### config.mk
export PLATFORM = sky130hd
export DESIGN_NAME = prog_loader
export DESIGN_NICKNAME = d
export VERILOG_FILES = /design/src/rtl/prog_loader_pkg.sv /design/src/rtl/prog_mem.sv /design/src/rtl/prog_loader.sv
export SDC_FILE = /design/constraint.sdc
export NUM_CORES = 1
export LEC_CHECK = 0
export ABC_AREA = 0
export CORE_UTILIZATION = 40
export CTS_CLUSTER_SIZE = 10
export DETAILED_ROUTE_END_ITERATION = 12
export HOLD_SLACK_MARGIN = 0.12
export SYNTH_ARGS = -nofsm -noshare
export SYNTH_HDL_FRONTEND = slang
export SYNTH_SLANG_ARGS = --single-unit
### constraint.sdc
create_clock -name clk_i -period 4.55 [get_ports clk_i]
set_input_delay 1.365 -clock clk_i [delete_from_list [all_inputs] [get_ports clk_i]]
set_output_delay 1.365 -clock clk_i [all_outputs]
set_load 0.05 [all_outputs]
### src/rtl/prog_loader_pkg.sv
// rtl/prog_loader_pkg.sv - shared widths and loader state encoding
package prog_loader_pkg;

    localparam int PL_AW    = 4;
    localparam int PL_DW    = 8;
    localparam int PL_DEPTH = 16;

    typedef enum logic [2:0] {
        ST_IDLE = 3'd0,
        ST_LEN  = 3'd1,
        ST_DATA = 3'd2,
        ST_FILL = 3'd3,
        ST_CSUM = 3'd4,
        ST_RUN  = 3'd5,
        ST_ERR  = 3'd6
    } state_t;

endpackage

### src/rtl/prog_mem.sv
// rtl/prog_mem.sv - program memory, sync write, async read, sync clear-all
module prog_mem #(
    parameter int AW    = 4,
    parameter int DW    = 8,
    parameter int DEPTH = 16
) (
    input  logic          clk_i,
    input  logic          rst_i,
    input  logic          we_i,
    input  logic [AW-1:0] waddr_i,
    input  logic [DW-1:0] wdata_i,
    input  logic [AW-1:0] raddr_i,
    output logic [DW-1:0] rdata_o
);

    logic [DW-1:0] r_mem [DEPTH];

    // Reset wipes every entry so no program survives a reset; otherwise one write per cycle
    always_ff @(posedge clk_i) begin
        if (rst_i) begin
            for (int i = 0; i < DEPTH; i++) begin
                r_mem[i] <= '0;
            end
        end else if (we_i) begin
            r_mem[waddr_i] <= wdata_i;
        end
    end

    // CPU decodes in the same cycle it drives the address, so the read is combinational
    assign rdata_o = r_mem[raddr_i];

endmodule

### src/rtl/prog_loader.sv
// rtl/prog_loader.sv - byte-stream program loader gating the CPU reset
module prog_loader
    import prog_loader_pkg::*;
#(
    parameter int AW    = PL_AW,
    parameter int DW    = PL_DW,
    parameter int DEPTH = PL_DEPTH
) (
    input  logic          clk_i,
    input  logic          rst_i,
    input  logic [AW-1:0] p_addr_i,
    output logic [DW-1:0] p_data_o,
    output logic          cpu_rst_o,
    input  logic          ld_start_i,
    input  logic [7:0]    ld_data_i,
    input  logic          ld_valid_i,
    output logic          ld_ready_o,
    output logic          busy_o,
    output logic          err_o
);

    localparam logic [AW:0]   LEN_ONE  = (AW+1)'(1);
    localparam logic [AW:0]   LEN_FULL = (AW+1)'(DEPTH);
    localparam logic [AW-1:0] CNT_LAST = AW'(DEPTH - 1);

    state_t        r_state;
    state_t        w_next;
    logic [AW-1:0] r_cnt;
    logic [AW:0]   r_len;
    logic [7:0]    r_csum;

    logic          w_xfer;
    logic          w_len_ok;
    logic          w_data_last;
    logic          w_we;
    logic [DW-1:0] w_wdata;

    assign w_xfer      = ld_valid_i & ld_ready_o;
    assign w_len_ok    = (ld_data_i != 8'd0) && (ld_data_i <= 8'(DEPTH));
    assign w_data_last = ({1'b0, r_cnt} == (r_len - LEN_ONE));

    // Payload bytes land at cnt during DATA; FILL zeroes the tail; an abort cycle writes nothing
    assign w_we    = ~ld_start_i & (((r_state == ST_DATA) & w_xfer) | (r_state == ST_FILL));
    assign w_wdata = (r_state == ST_DATA) ? DW'(ld_data_i) : '0;

    prog_mem #(
        .AW    (AW),
        .DW    (DW),
        .DEPTH (DEPTH)
    ) u_mem (
        .clk_i   (clk_i),
        .rst_i   (rst_i),
        .we_i    (w_we),
        .waddr_i (r_cnt),
        .wdata_i (w_wdata),
        .raddr_i (p_addr_i),
        .rdata_o (p_data_o)
    );

    // State register
    always_ff @(posedge clk_i) begin
        if (rst_i) begin
            r_state <= ST_IDLE;
        end else begin
            r_state <= w_next;
        end
    end

    // Next state: a start pulse from any state (re)opens a load at LEN
    always_comb begin
        w_next = r_state;
        if (ld_start_i) begin
            w_next = ST_LEN;
        end else begin
            case (r_state)
                ST_LEN: begin
                    if (w_xfer) w_next = w_len_ok ? ST_DATA : ST_ERR;
                end
                ST_DATA: begin
                    if (w_xfer && w_data_last) w_next = (r_len == LEN_FULL) ? ST_CSUM : ST_FILL;
                end
                ST_FILL: begin
                    if (r_cnt == CNT_LAST) w_next = ST_CSUM;
                end
                ST_CSUM: begin
                    if (w_xfer) w_next = (ld_data_i == r_csum) ? ST_RUN : ST_ERR;
                end
                default: w_next = r_state;
            endcase
        end
    end

    // Outputs decoded from state; start masks ready so it pre-empts a same-cycle byte
    always_comb begin
        ld_ready_o = 1'b0;
        busy_o     = 1'b0;
        err_o      = 1'b0;
        cpu_rst_o  = 1'b1;
        case (r_state)
            ST_LEN, ST_DATA, ST_CSUM: begin
                ld_ready_o = ~ld_start_i;
                busy_o     = 1'b1;
            end
            ST_FILL: busy_o    = 1'b1;
            ST_RUN:  cpu_rst_o = 1'b0;
            ST_ERR:  err_o     = 1'b1;
            default: ;
        endcase
    end

    // Write pointer, program length and running checksum
    always_ff @(posedge clk_i) begin
        if (rst_i) begin
            r_cnt  <= '0;
            r_len  <= '0;
            r_csum <= '0;
        end else if (ld_start_i) begin
            r_cnt  <= '0;
            r_csum <= '0;
        end else begin
            case (r_state)
                ST_LEN: begin
                    if (w_xfer && w_len_ok) begin
                        r_len  <= ld_data_i[AW:0];
                        r_cnt  <= '0;
                        r_csum <= '0;
                    end
                end
                ST_DATA: begin
                    if (w_xfer) begin
                        r_csum <= r_csum ^ ld_data_i;
                        r_cnt  <= r_cnt + AW'(1);
                    end
                end
                ST_FILL: r_cnt <= r_cnt + AW'(1);
                default: ;
            endcase
        end
    end

endmodule

# ---- After elaboration in Yosys (flattened, before gate mapping)
# Memory sizes are Yosys's and may differ from the RTL's.
# Cells that the tools add are included.
dict set report op_classes {
  eq_ne 20
  mux 28
  n_bitwise 6
  reduce_logical 17
  n_lt_le_gt_ge 1
  addsub 2
}
# operator n
set op_table {}
lappend op_table {{8-bit two-way mux} 4}
lappend op_table {{3-bit two-way mux} 6}
lappend op_table {{8-bit one-hot mux with 2 select lines} 1}
lappend op_table {{4-bit two-way mux} 3}
lappend op_table {{3-bit one-hot mux with 4 select lines} 1}
lappend op_table {{4-bit one-hot mux with 3 select lines} 1}
lappend op_table {{1-bit two-way mux} 11}
lappend op_table {{5-bit AND reduction} 2}
lappend op_table {{3-bit == test, second input constant} 3}
lappend op_table {{3-bit AND reduction} 3}
lappend op_table {{8-bit == test} 1}
lappend op_table {{8-bit by 5-bit less-or-equal comparator with 1-bit output, second input constant} 1}
lappend op_table {{2-bit != test, second input constant} 4}
lappend op_table {{8-bit nonzero test} 1}
lappend op_table {{8-bit OR reduction} 1}
lappend op_table {{8-bit bitwise XOR} 1}
lappend op_table {{3-bit by 2-bit == test with 1-bit output, second input constant} 2}
lappend op_table {{3-bit by 2-bit != test with 1-bit output, second input constant} 2}
lappend op_table {{3-bit != test, second input constant} 2}
lappend op_table {{4-bit by 5-bit == test with 1-bit output} 1}
lappend op_table {{5-bit == test, second input constant} 1}
lappend op_table {{5-bit nonzero test} 1}
lappend op_table {{5-bit by 1-bit subtractor with 5-bit output, second input constant} 1}
lappend op_table {{4-bit by 1-bit adder with 4-bit output, second input constant} 1}
lappend op_table {{14 further kinds} 19}
dict set report totals {
  mem_bits_rw 128
  elab_cells 80
  in_bits 16
  memories 1
  regBits 20
}
# memory depth width rd rd_ports_with_merged_regs wr line
set mem_list {}
lappend mem_list {u_mem.r_mem 16 8 1 0 16 prog_mem.sv:16} ;# logic [DW-1:0] r_mem [DEPTH];

# ---- Depth between registers and ports, before layout
# Gate-level depths: netlist of run 1.
dict set report depth {
  ltp_word 12
  mapped_depth 7
  mapped_depth_nobuf 7
}

# ---- By module
# Synthesis of run 1 repeated with hierarchy kept, for this count alone.
dict set report unflattened {
  cells_unflattened 542
  area_unflattened_um2 7236.9
}
# module seq_area_each_um2 instances area_per_inst_um2 cells_per_inst
set modules_own_cells {}
lappend modules_own_cells {prog_mem 3843.7 1 5861.9 375}
lappend modules_own_cells {prog_loader 400.4 1 1375.1 167}

# ---- Least setup slack after synthesis of run 1
# OpenSTA, ideal clock, no wires.
dict set report synth_timing {
  kind {input to output}
  startpoint {input port p_addr_i[0]}
  endpoint {output port p_data_o[0]}
  setup_slack_ps 148
  n_path_buf 2
  cell_stages 4
  t_arrival_ps 3037
  cell_sequence {clkbuf_1 > buf_2 > mux4_2 > mux4_2}
}
dict set report synth_via {
  elab_chain_cells 1
}
# element line
set synth_rtl {}
lappend synth_rtl {{start, declared} prog_loader.sv:11} ;# input logic [AW-1:0] p_addr_i,
lappend synth_rtl {{memory 16 x 8 bit} --}
lappend synth_rtl {{end, declared} prog_loader.sv:12} ;# output logic [DW-1:0] p_data_o,
# No other way between the ends.

# ---- Worst setup path in the final report of run 1
dict set report layout_timing {
  startpoint {input port p_addr_i[0]}
  endpoint {output port p_data_o[5]}
}
# Same word-level chain as after synthesis.

==> results of run 1 <==
==> stage by stage <==
| stage | setup slack, ns | utilization (%) | hold WS, ns | instances | area (sq um) |
|---|---|---|---|---|---|
| floorplan | 0.148 | - | 0.453 | 545 | 7010 |
| global placement | 0.0837 | 43.6 | 0.460 | 773 | 7490 |
| detailed placement | 0.0463 | 43.6 | 0.480 | 773 | 7490 |
| CTS | 0.0330 | 47.2 | 0.488 | 805 | 8110 |
| global route | 0.103 | 47.4 | 0.511 | 806 | 8140 |
| finish | 0.203 | 47.4 | 0.490 | 806 | 8140 |
==> synthesized netlist by cell type (5+ instances only) <==
| library cell | instances | area (sq um) |
|---|---|---|
| mux2i_1 | 5 | 50.1 |
| nand4b_1 | 6 | 52.6 |
| nand2_1 | 41 | 154 |
| mux4_2 | 40 | 901 |
| edfxtp_1 | 128 | 3840 |
| nor3_1 | 6 | 30.0 |
| dfxtp_1 | 20 | 400 |
| xnor2_1 | 6 | 52.6 |
| inv_1 | 8 | 30.0 |
| o31ai_1 | 10 | 75.1 |
| nand3_1 | 10 | 50.1 |
| a21oi_1 | 12 | 60.1 |
| buf_2 | 8 | 40.0 |
| nor2_1 | 155 | 582 |
| ha_1 | 5 | 62.6 |
| and2_1 | 6 | 37.5 |
| clkbuf_1 | 23 | 86.3 |
| nor2b_1 | 5 | 31.3 |
| xor2_1 | 7 | 61.3 |
==> sequential cells by signal, summed over array words and instances, names as in the netlist <==
name,flops
u_mem.r_mem,128
r_len,5
r_state,3
r_cnt,4
r_csum,8
==> final cells by class <==
type / count / area (sq um) / area share (%)
clock inverters: 14 / 185 / 2.28
multi-input cells: 354 / 2590 / 31.9
clock buffers: 18 / 429 / 5.27
well taps: 225 / 282 / 3.46
inverters: 9 / 33.8 / 0.415
repair buffers: 38 / 370 / 4.55
flip-flops and latches: 148 / 4240 / 52.2
==> routing by layer <==
| layer | routed length, microns | part of all wire (%) | GRT usage, % |
|---|---|---|---|
| met5 | 0 | 0 | 0 |
| met4 | 314 | 1.9 | 5.93 |
| met3 | 1380 | 8.3 | 5.82 |
| met2 | 7940 | 48 | 31.3 |
| met1 | 7070 | 42 | 26.5 |
==> worst max-delay path, stage by stage <==
cell and delay [ns]:
buf_2 0.10, buf_12 0.24, mux4_2 0.55, mux4_2 0.48, buf_4 0.21
==> where the power goes <==
part,internal [uW],switching [uW]
logic,106,150
registers,1520,28.9
clock network,914,548
total,2540,727
==> repair_timing <==
item	CTS	global route
endpoints found under the hold margin	0	0
gates resized for setup	0	1
buffers inserted	0	0
endpoints found under the setup margin	0	3
==> cells by family after synthesis <==
family	count (synthesis)	synth area share [%]
xor+xnor	14	2.02
fa+ha+maj	5	0.893
compound gates	45	4.93
simple gates	245	15.6
flops	148	60.5
mux	45	13.6
buf+inv	43	2.46
==> path summary, 6_finish.rpt <==
kind | start | to | slack (ns) | cells after the start
min | r_csum[4] | r_csum[4] | 0.49 | 2
max | p_addr_i[0] | p_data_o[5] | 0.20 | 5
min reg2reg | r_csum[4] | r_csum[4] | 0.49 | 2
max reg2reg | r_state[1] | u_mem.r_mem[8][6] | 2.02 | 4
==> flow_metrics.py, run 1 <==
metrics = {
    "status": {
        "status": "finished, final reports clean",
    },
    "sta": {
        "finalCritPeriodShare_pct": 95.5,
        "max_slew.worst_pin.slew_ns": 0.729,
        "setup_violations": 0,
        "tns_ns": 0,
        "fmax_mhz": 230,
        "maxSlewHeadroom_pct": 51.3,
        "rsz0062_at_grt": "no",
        "drv_slew": 0,
        "clock_skew_ns": 0.00620,
        "hold_viol_final": 0,
        "fin_crit_ns": 4.35,
    },
    "layout": {
        "nNetsFinal": 589,
        "drive_gt1_share_pct": 17.2,
        "final_common_cell": "nor2_1",
        "fill_cells": 1535,
        "area_growth_syn_to_layout_pct": 16.1,
        "n_antenna_cell": 0,
        "final_cell_mix": "nor2_1, edfxtp_1, nand2_1",
    },
    "floorplan": {
        "core_region_area_sq_um": 17200,
        "start_util_pct": 40.8,
        "die_h_microns": 134,
        "fp.dieW_microns": 134,
        "core.rowCount": 48,
        "io-pin-count": 28,
        "design.die.area_sq_um": 18100,
    },
    "drt": {
        "vias": 4539,
        "wirelength_microns": 16700,
        "wl_per_cell_microns": 20.7,
        "drt_iter0_markers": 425,
        "vias_per_cell": 5.63,
        "ant_nets": 0,
        "route.detailed.drc": 0,
        "firstDrtPassIters": 5,
    },
    "yosys": {
        "synth_edf_count": 128,
        "postSynth.asyncResetShare_pct": 0,
        "yosysSeqAreaShare_pct": 60.5,
        "ys_warn_count": 0,
        "syn_area_sq_um": 7010,
        "synth_cell_types": 50,
        "syn_inst": 545,
        "synth-seq-cells": 148,
        "syn_nets": 566,
        "syn_area_per_cell_sq_um": 12.9,
        "synth_ff_type": "edfxtp_1",
    },
    "clock_network": {
        "htreeDepth": 4,
        "cts_root_buf": "clkbuf_16",
        "cts_tree": "built",
        "worstSkewPairLatency_ns": 0.42,
        "cts.path.max_buffers": 2,
        "cts_made_buffers": 17,
        "clk_pin_slew_ns": 0.06,
        "ctsHoldBuffers": 0,
        "clock_sinks": 148,
    },
    "pwr": {
        "finalPower_uw": 3270,
        "powerDensity_nw_per_um2": 402,
        "leakage_uw": 0.00264,
        "vdd_ir_drop_max_v": 0.000282,
    },
    "setup_path": {
        "startpoint_type": "input port",
        "worstPathArrival_ns": 2.98,
        "crit_required_ns": 3.18,
        "end_kind": "primary output",
        "crit_fanout": 32,
        "path_class": "input port to primary output",
    },
    "place": {
        "hpwlAfterDp_microns": 12100,
        "io_buffer_count": 27,
        "finalWeightedCongestion": 0.869,
    },
    "global_route": {
        "grt_pass1_vias": 4449,
        "grtUsageTotal_pct": 19.8,
        "antenna_found_initial": 0,
        "grt_pass1_wl_microns": 26300,
        "grt_max_degree": 33,
        "grt.overflow.total": 0,
    },
    "job": {
        "cap_violations": 0,
    },
    "worst_hold_path": {
        "hold_class": "flip-flop to flip-flop",
    },
}
Power figures use the tool's default switching activity.
==> run 2, diff against run 1 <==
- RECOVER_POWER: default -> 50
==> flow_metrics.py, run 2 (same netlist as run 1, synthesis figures left out) <==
metrics = {
    "floorplan": {
        "fp.dieW_microns": 134,
        "core_region_area_sq_um": 17200,
        "die_h_microns": 134,
        "design.die.area_sq_um": 18100,
        "io-pin-count": 28,
        "start_util_pct": 40.8,
        "core.rowCount": 48,
    },
    "pwr": {
        "power.switching_uw": 725,
        "power.share.clock_pct": 44.8,
        "combPwrFrac_pct": 7.7,
        "power_frac_seq_pct": 47.5,
        "vdd_ir_drop_max_v": 0.000284,
        "switching_share_pct": 22.2,
        "finalPower_uw": 3270,
        "power.internal_uw": 2540,
        "powerDensity_nw_per_um2": 406,
        "leakage_uw": 0.00261,
    },
    "place": {
        "io_buffer_count": 27,
        "dp_slack_ns": 0.0463,
        "finalWeightedCongestion": 0.869,
        "hpwlAfterDp_microns": 12100,
    },
    "setup_path": {
        "startpoint_type": "input port",
        "crit_fanout": 32,
        "crit_required_ns": 3.18,
        "end_kind": "primary output",
        "worstPathArrival_ns": 2.98,
        "path_class": "input port to primary output",
    },
    "sta": {
        "setup_violations": 0,
        "maxSlewHeadroom_pct": 42.5,
        "setup_ws_ns": 0.206,
        "fmax_mhz": 230,
        "rsz0062_at_grt": "no",
        "fin_crit_ns": 4.34,
        "drv_slew": 0,
        "hold_viol_final": 0,
        "clock_skew_ns": 0.00925,
        "holdWs_ns": 0.498,
        "max_slew.worst_pin.slew_ns": 0.859,
        "tns_ns": 0,
        "finalCritPeriodShare_pct": 95.5,
    },
    "layout": {
        "final_cell_mix": "nor2_1, edfxtp_1, nand2_1",
        "largest_register": "u_mem.r_mem",
        "largest_register_ffs": 128,
        "area_growth_syn_to_layout_pct": 14.8,
        "multi_input_area_sq_um": 2520,
        "drive_gt1_share_pct": 15.5,
        "largest_registers": "u_mem.r_mem: 128 flops, r_csum: 8 flops, r_len: 5 flops",
        "n_antenna_cell": 0,
        "final_common_cell": "nor2_1",
        "register_area_sq_um": 4240,
        "fin_util_pct": 46.9,
        "fill_cells": 1546,
        "nNetsFinal": 589,
    },
    "global_route": {
        "antenna_found_initial": 0,
        "grtUsageTotal_pct": 19.8,
        "grt.overflow.total": 0,
        "grt_pass1_vias": 4449,
        "grt_pass1_wl_microns": 26300,
        "grt_max_degree": 33,
    },
    "clock_network": {
        "cts.path.max_buffers": 2,
        "post_cts_resized": 0,
        "cts_tree": "built",
        "ctsHoldBuffers": 0,
        "cts_made_buffers": 17,
        "worstSkewPairLatency_ns": 0.43,
        "clock_sinks": 148,
        "cts_root_buf": "clkbuf_16",
        "postCtsSetupBuffers": 0,
        "clk_pin_slew_ns": 0.06,
        "htreeDepth": 4,
    },
    "status": {
        "status": "finished, final reports clean",
    },
    "drt": {
        "vias_per_cell": 5.65,
        "ant_nets": 0,
        "wl_per_cell_microns": 20.6,
        "wirelength_microns": 16600,
        "firstDrtPassIters": 6,
        "route.detailed.drc": 0,
        "drt_iter0_markers": 451,
        "vias": 4553,
    },
    "job": {
        "cap_violations": 0,
    },
    "worst_hold_path": {
        "hold_class": "flip-flop to flip-flop",
    },
}
[run 2: cell count changes in the layout (fill, tap and decap cells not counted), sizes merged]
cell / delta
buf: -5
clkbuf: +5
clkdlybuf4s50: -3
dlygate4sd3: +3
[run 2: routing by layer]
| metal | global-route usage (%) | share of wire, % | vias to the layer above |
|---|---|---|---|
| li1 | - | - | 2041 |
| met3 | 5.82 | 8.5 | 28 |
| met5 | 0 | 0 | - |
| met2 | 31.3 | 48 | 213 |
| met4 | 5.93 | 1.9 | 0 |
| met1 | 26.5 | 42 | 2271 |
[run 2: path summary, 6_finish.rpt]
kind	cells past startpoint	endpoint	slack, ns	start
max	5	p_data_o[2]	0.21	p_addr_i[0]
min	2	r_csum[4]	0.50	r_csum[4]
max reg2reg	5	u_mem.r_mem[3][5]	1.82	r_cnt[1]
min reg2reg	2	r_csum[4]	0.50	r_csum[4]
[run 2: cell type report]
class	count	share of cell area (%)
Inverter	9	0.420
Sequential cell	148	52.7
Clock buffer	18	5.33
Tap cell	225	3.50
Multi-Input combinational cell	354	31.4
Clock inverter	14	2.30
Timing Repair Buffer	38	4.37
[run 2: worst max-delay path, stage by stage]
cell    delay, ns
buf_2        0.10
buf_12       0.24
mux4_2       0.54
mux4_2       0.49
buf_4        0.21
[run 2: power by group through the flow]
| stage | Clock, uW | Combinational [uW] | Sequential, uW |
|---|---|---|---|
| finish | 1460 | 250 | 1550 |
| global route | 1530 | 267 | 1560 |
| CTS | 1470 | 255 | 1550 |
| detailed placement | 0 | 254 | 1580 |
| global placement | 0 | 248 | 1580 |
| floorplan | 0 | 182 | 1560 |
[run 2: stage by stage]
stage / std cells / instance area [sq um]
floorplan: 545 / 7010
global placement: 773 / 7490
detailed placement: 773 / 7490
CTS: 805 / 8110
global route: 806 / 8050
finish: 806 / 8050
==> run 3, diff against run 2 <==
- CORE_MARGIN: default -> 3
- GPL_TIMING_DRIVEN: default -> 0
==> flow_metrics.py, run 3 (same netlist as run 1, synthesis figures left out) <==
metrics = {
    "layout": {
        "fill_cells": 1451,
        "largest_register_ffs": 128,
        "largest_registers": "u_mem.r_mem: 128 flops, r_csum: 8 flops, r_len: 5 flops",
        "final_common_cell": "nor2_1",
        "final_cell_count_no_fill": 820,
        "n_antenna_cell": 0,
        "largest_register": "u_mem.r_mem",
        "fin_util_pct": 47.8,
        "area_growth_syn_to_layout_pct": 15.1,
        "nNetsFinal": 608,
        "final_cell_mix": "nor2_1, edfxtp_1, nand2_1",
        "drive_gt1_share_pct": 15.7,
    },
    "clock_network": {
        "clk_pin_slew_ns": 0.06,
        "cts.path.max_buffers": 2,
        "cts_root_buf": "clkbuf_16",
        "worstSkewPairLatency_ns": 0.42,
        "clock_sinks": 148,
        "postCtsSetupBuffers": 0,
        "htreeDepth": 4,
        "cts_made_buffers": 17,
        "cts_tree": "built",
    },
    "global_route": {
        "grtUsageTotal_pct": 17.9,
        "grt_pass1_vias": 4655,
        "grt_pass1_wl_microns": 26400,
        "grt_max_degree": 17,
        "antenna_found_initial": 0,
        "grt.overflow.total": 0,
    },
    "sta": {
        "rsz0062_at_grt": "no",
        "setup_violations": 0,
        "max_slew.worst_pin.slew_ns": 0.874,
        "hold_viol_final": 0,
        "fin_crit_ns": 4.47,
        "finalCritPeriodShare_pct": 98.2,
        "drv_slew": 0,
        "fmax_mhz": 224,
        "clock_skew_ns": 0.0102,
        "maxSlewHeadroom_pct": 41.2,
    },
    "drt": {
        "drt_iter0_markers": 375,
        "firstDrtPassIters": 5,
        "vias": 4567,
        "ant_nets": 0,
        "route.detailed.drc": 0,
        "wirelength_microns": 16600,
        "wl_per_cell_microns": 20.2,
        "vias_per_cell": 5.57,
    },
    "setup_path": {
        "crit_fanout": 10,
        "startpoint_type": "input port",
        "crit_start": "p_addr_i[1]",
        "path_class": "input port to primary output",
        "reg2reg_depth": 5,
        "worstPathArrival_ns": 3.10,
        "crit_required_ns": 3.18,
        "end_kind": "primary output",
        "r2r_slack_ns": 1.69,
        "reg2reg_from": "r_cnt[1]",
        "r2r_end": "u_mem.r_mem[15][0]",
    },
    "pwr": {
        "powerDensity_nw_per_um2": 404,
        "leakage_uw": 0.00263,
        "vdd_ir_drop_max_v": 0.000299,
    },
    "place": {
        "finalWeightedCongestion": 0.834,
        "io_buffer_count": 23,
        "dp.cells": 788,
        "hpwlAfterDp_microns": 11700,
    },
    "floorplan": {
        "start_util_pct": 41.5,
        "io-pin-count": 28,
        "die_h_microns": 138,
        "core_region_area_sq_um": 16900,
        "fp.dieW_microns": 138,
        "design.die.area_sq_um": 19100,
        "core.rowCount": 47,
    },
    "job": {
        "cap_violations": 0,
    },
    "worst_hold_path": {
        "min_to": "r_csum[4]",
        "hold-path-cell-count": 2,
        "hold_class": "flip-flop to flip-flop",
        "min_from": "r_csum[4]",
    },
    "status": {
        "status": "finished, final reports clean",
    },
}
[run 3: changes by cell type in the layout (fill, tap and decap cells not counted), moves of 2 or more]
cell             previous run  this run
buf_4                      12         0
clkinv_1                    2         4
clkbuf_8                    0         3
buf_1                       0         2
clkdlybuf4s50_1            13        11
buf_12                      2         0
buf_2                       1        13
clkbuf_1                    6        19
buf_6                       0         3
clkbuf_2                    0         2
[run 3: layout make-up]
cell class                      count  area [sq um]  area share, %
Buffer                             34           189           2.34
Inverter                            9          33.8          0.419
Clock buffer                       17           425           5.27
Clock inverter                     15           185           2.30
Tap cell                          220           275           3.41
Sequential cell                   148          4240           52.6
Multi-Input combinational cell    354          2520           31.3
Timing Repair Buffer               23           189           2.34
[run 3: worst max-delay path by stage]
| stage | to | cells past startpoint |
|---|---|---|
| 4_1_cts | p_data_o[1] | 5 |
| 5_1_grt | p_data_o[3] | 5 |
| 6_report | p_data_o[2] | 5 |
| 3_5_place_dp | p_data_o[1] | 5 |
| 2_1_floorplan | p_data_o[0] | 4 |
| 3_3_place_gp | p_data_o[1] | 5 |
[run 3: report_power, final]
| part | total [uW] | switching (uW) | internal (uW) | leakage [uW] |
|---|---|---|---|---|
| logic | 259 | 161 | 97.5 | 0.000914 |
| clock network | 1460 | 548 | 911 | 0.000300 |
| registers | 1540 | 15.7 | 1520 | 0.00142 |
| total | 3260 | 725 | 2530 | 0.00263 |
[run 3: critical path, cell delays in order]
cell	delay, ns
dlygate4sd2_1	0.38
clkbuf_8	0.27
mux4_2	0.34
mux4_2	0.51
buf_2	0.23
[run 3: timing repair]
item / in CTS / in global routing
hold endpoints to repair: 0 / 0
hold buffers: 0 / 0
setup endpoints to repair: 8 / 0
gates resized for setup: 57 / 0
[run 3: metal layers]
metal,up-vias,track usage [%],part of all wire [%]
met3,16,3.69,4.5
met1,2327,23.9,44
met2,141,30.2,51
li1,2083,-,-
met4,0,4.32,0.98
met5,-,0,0
[run 3: through the flow]
stage	TNS (ns)	setup WS, ns	power, uW	area [sq um]	hold slack [ns]
after global routing	0	0.0351	3340	8070	0.508
final	0	0.0816	3260	8070	0.483
after floorplan	0	0.148	1740	7010	0.453
after CTS	0	0.0790	3280	8130	0.482
after global placement	-8.31	-1.05	1830	7510	0.462
after detailed placement	-8.33	-1.05	1840	7510	0.473
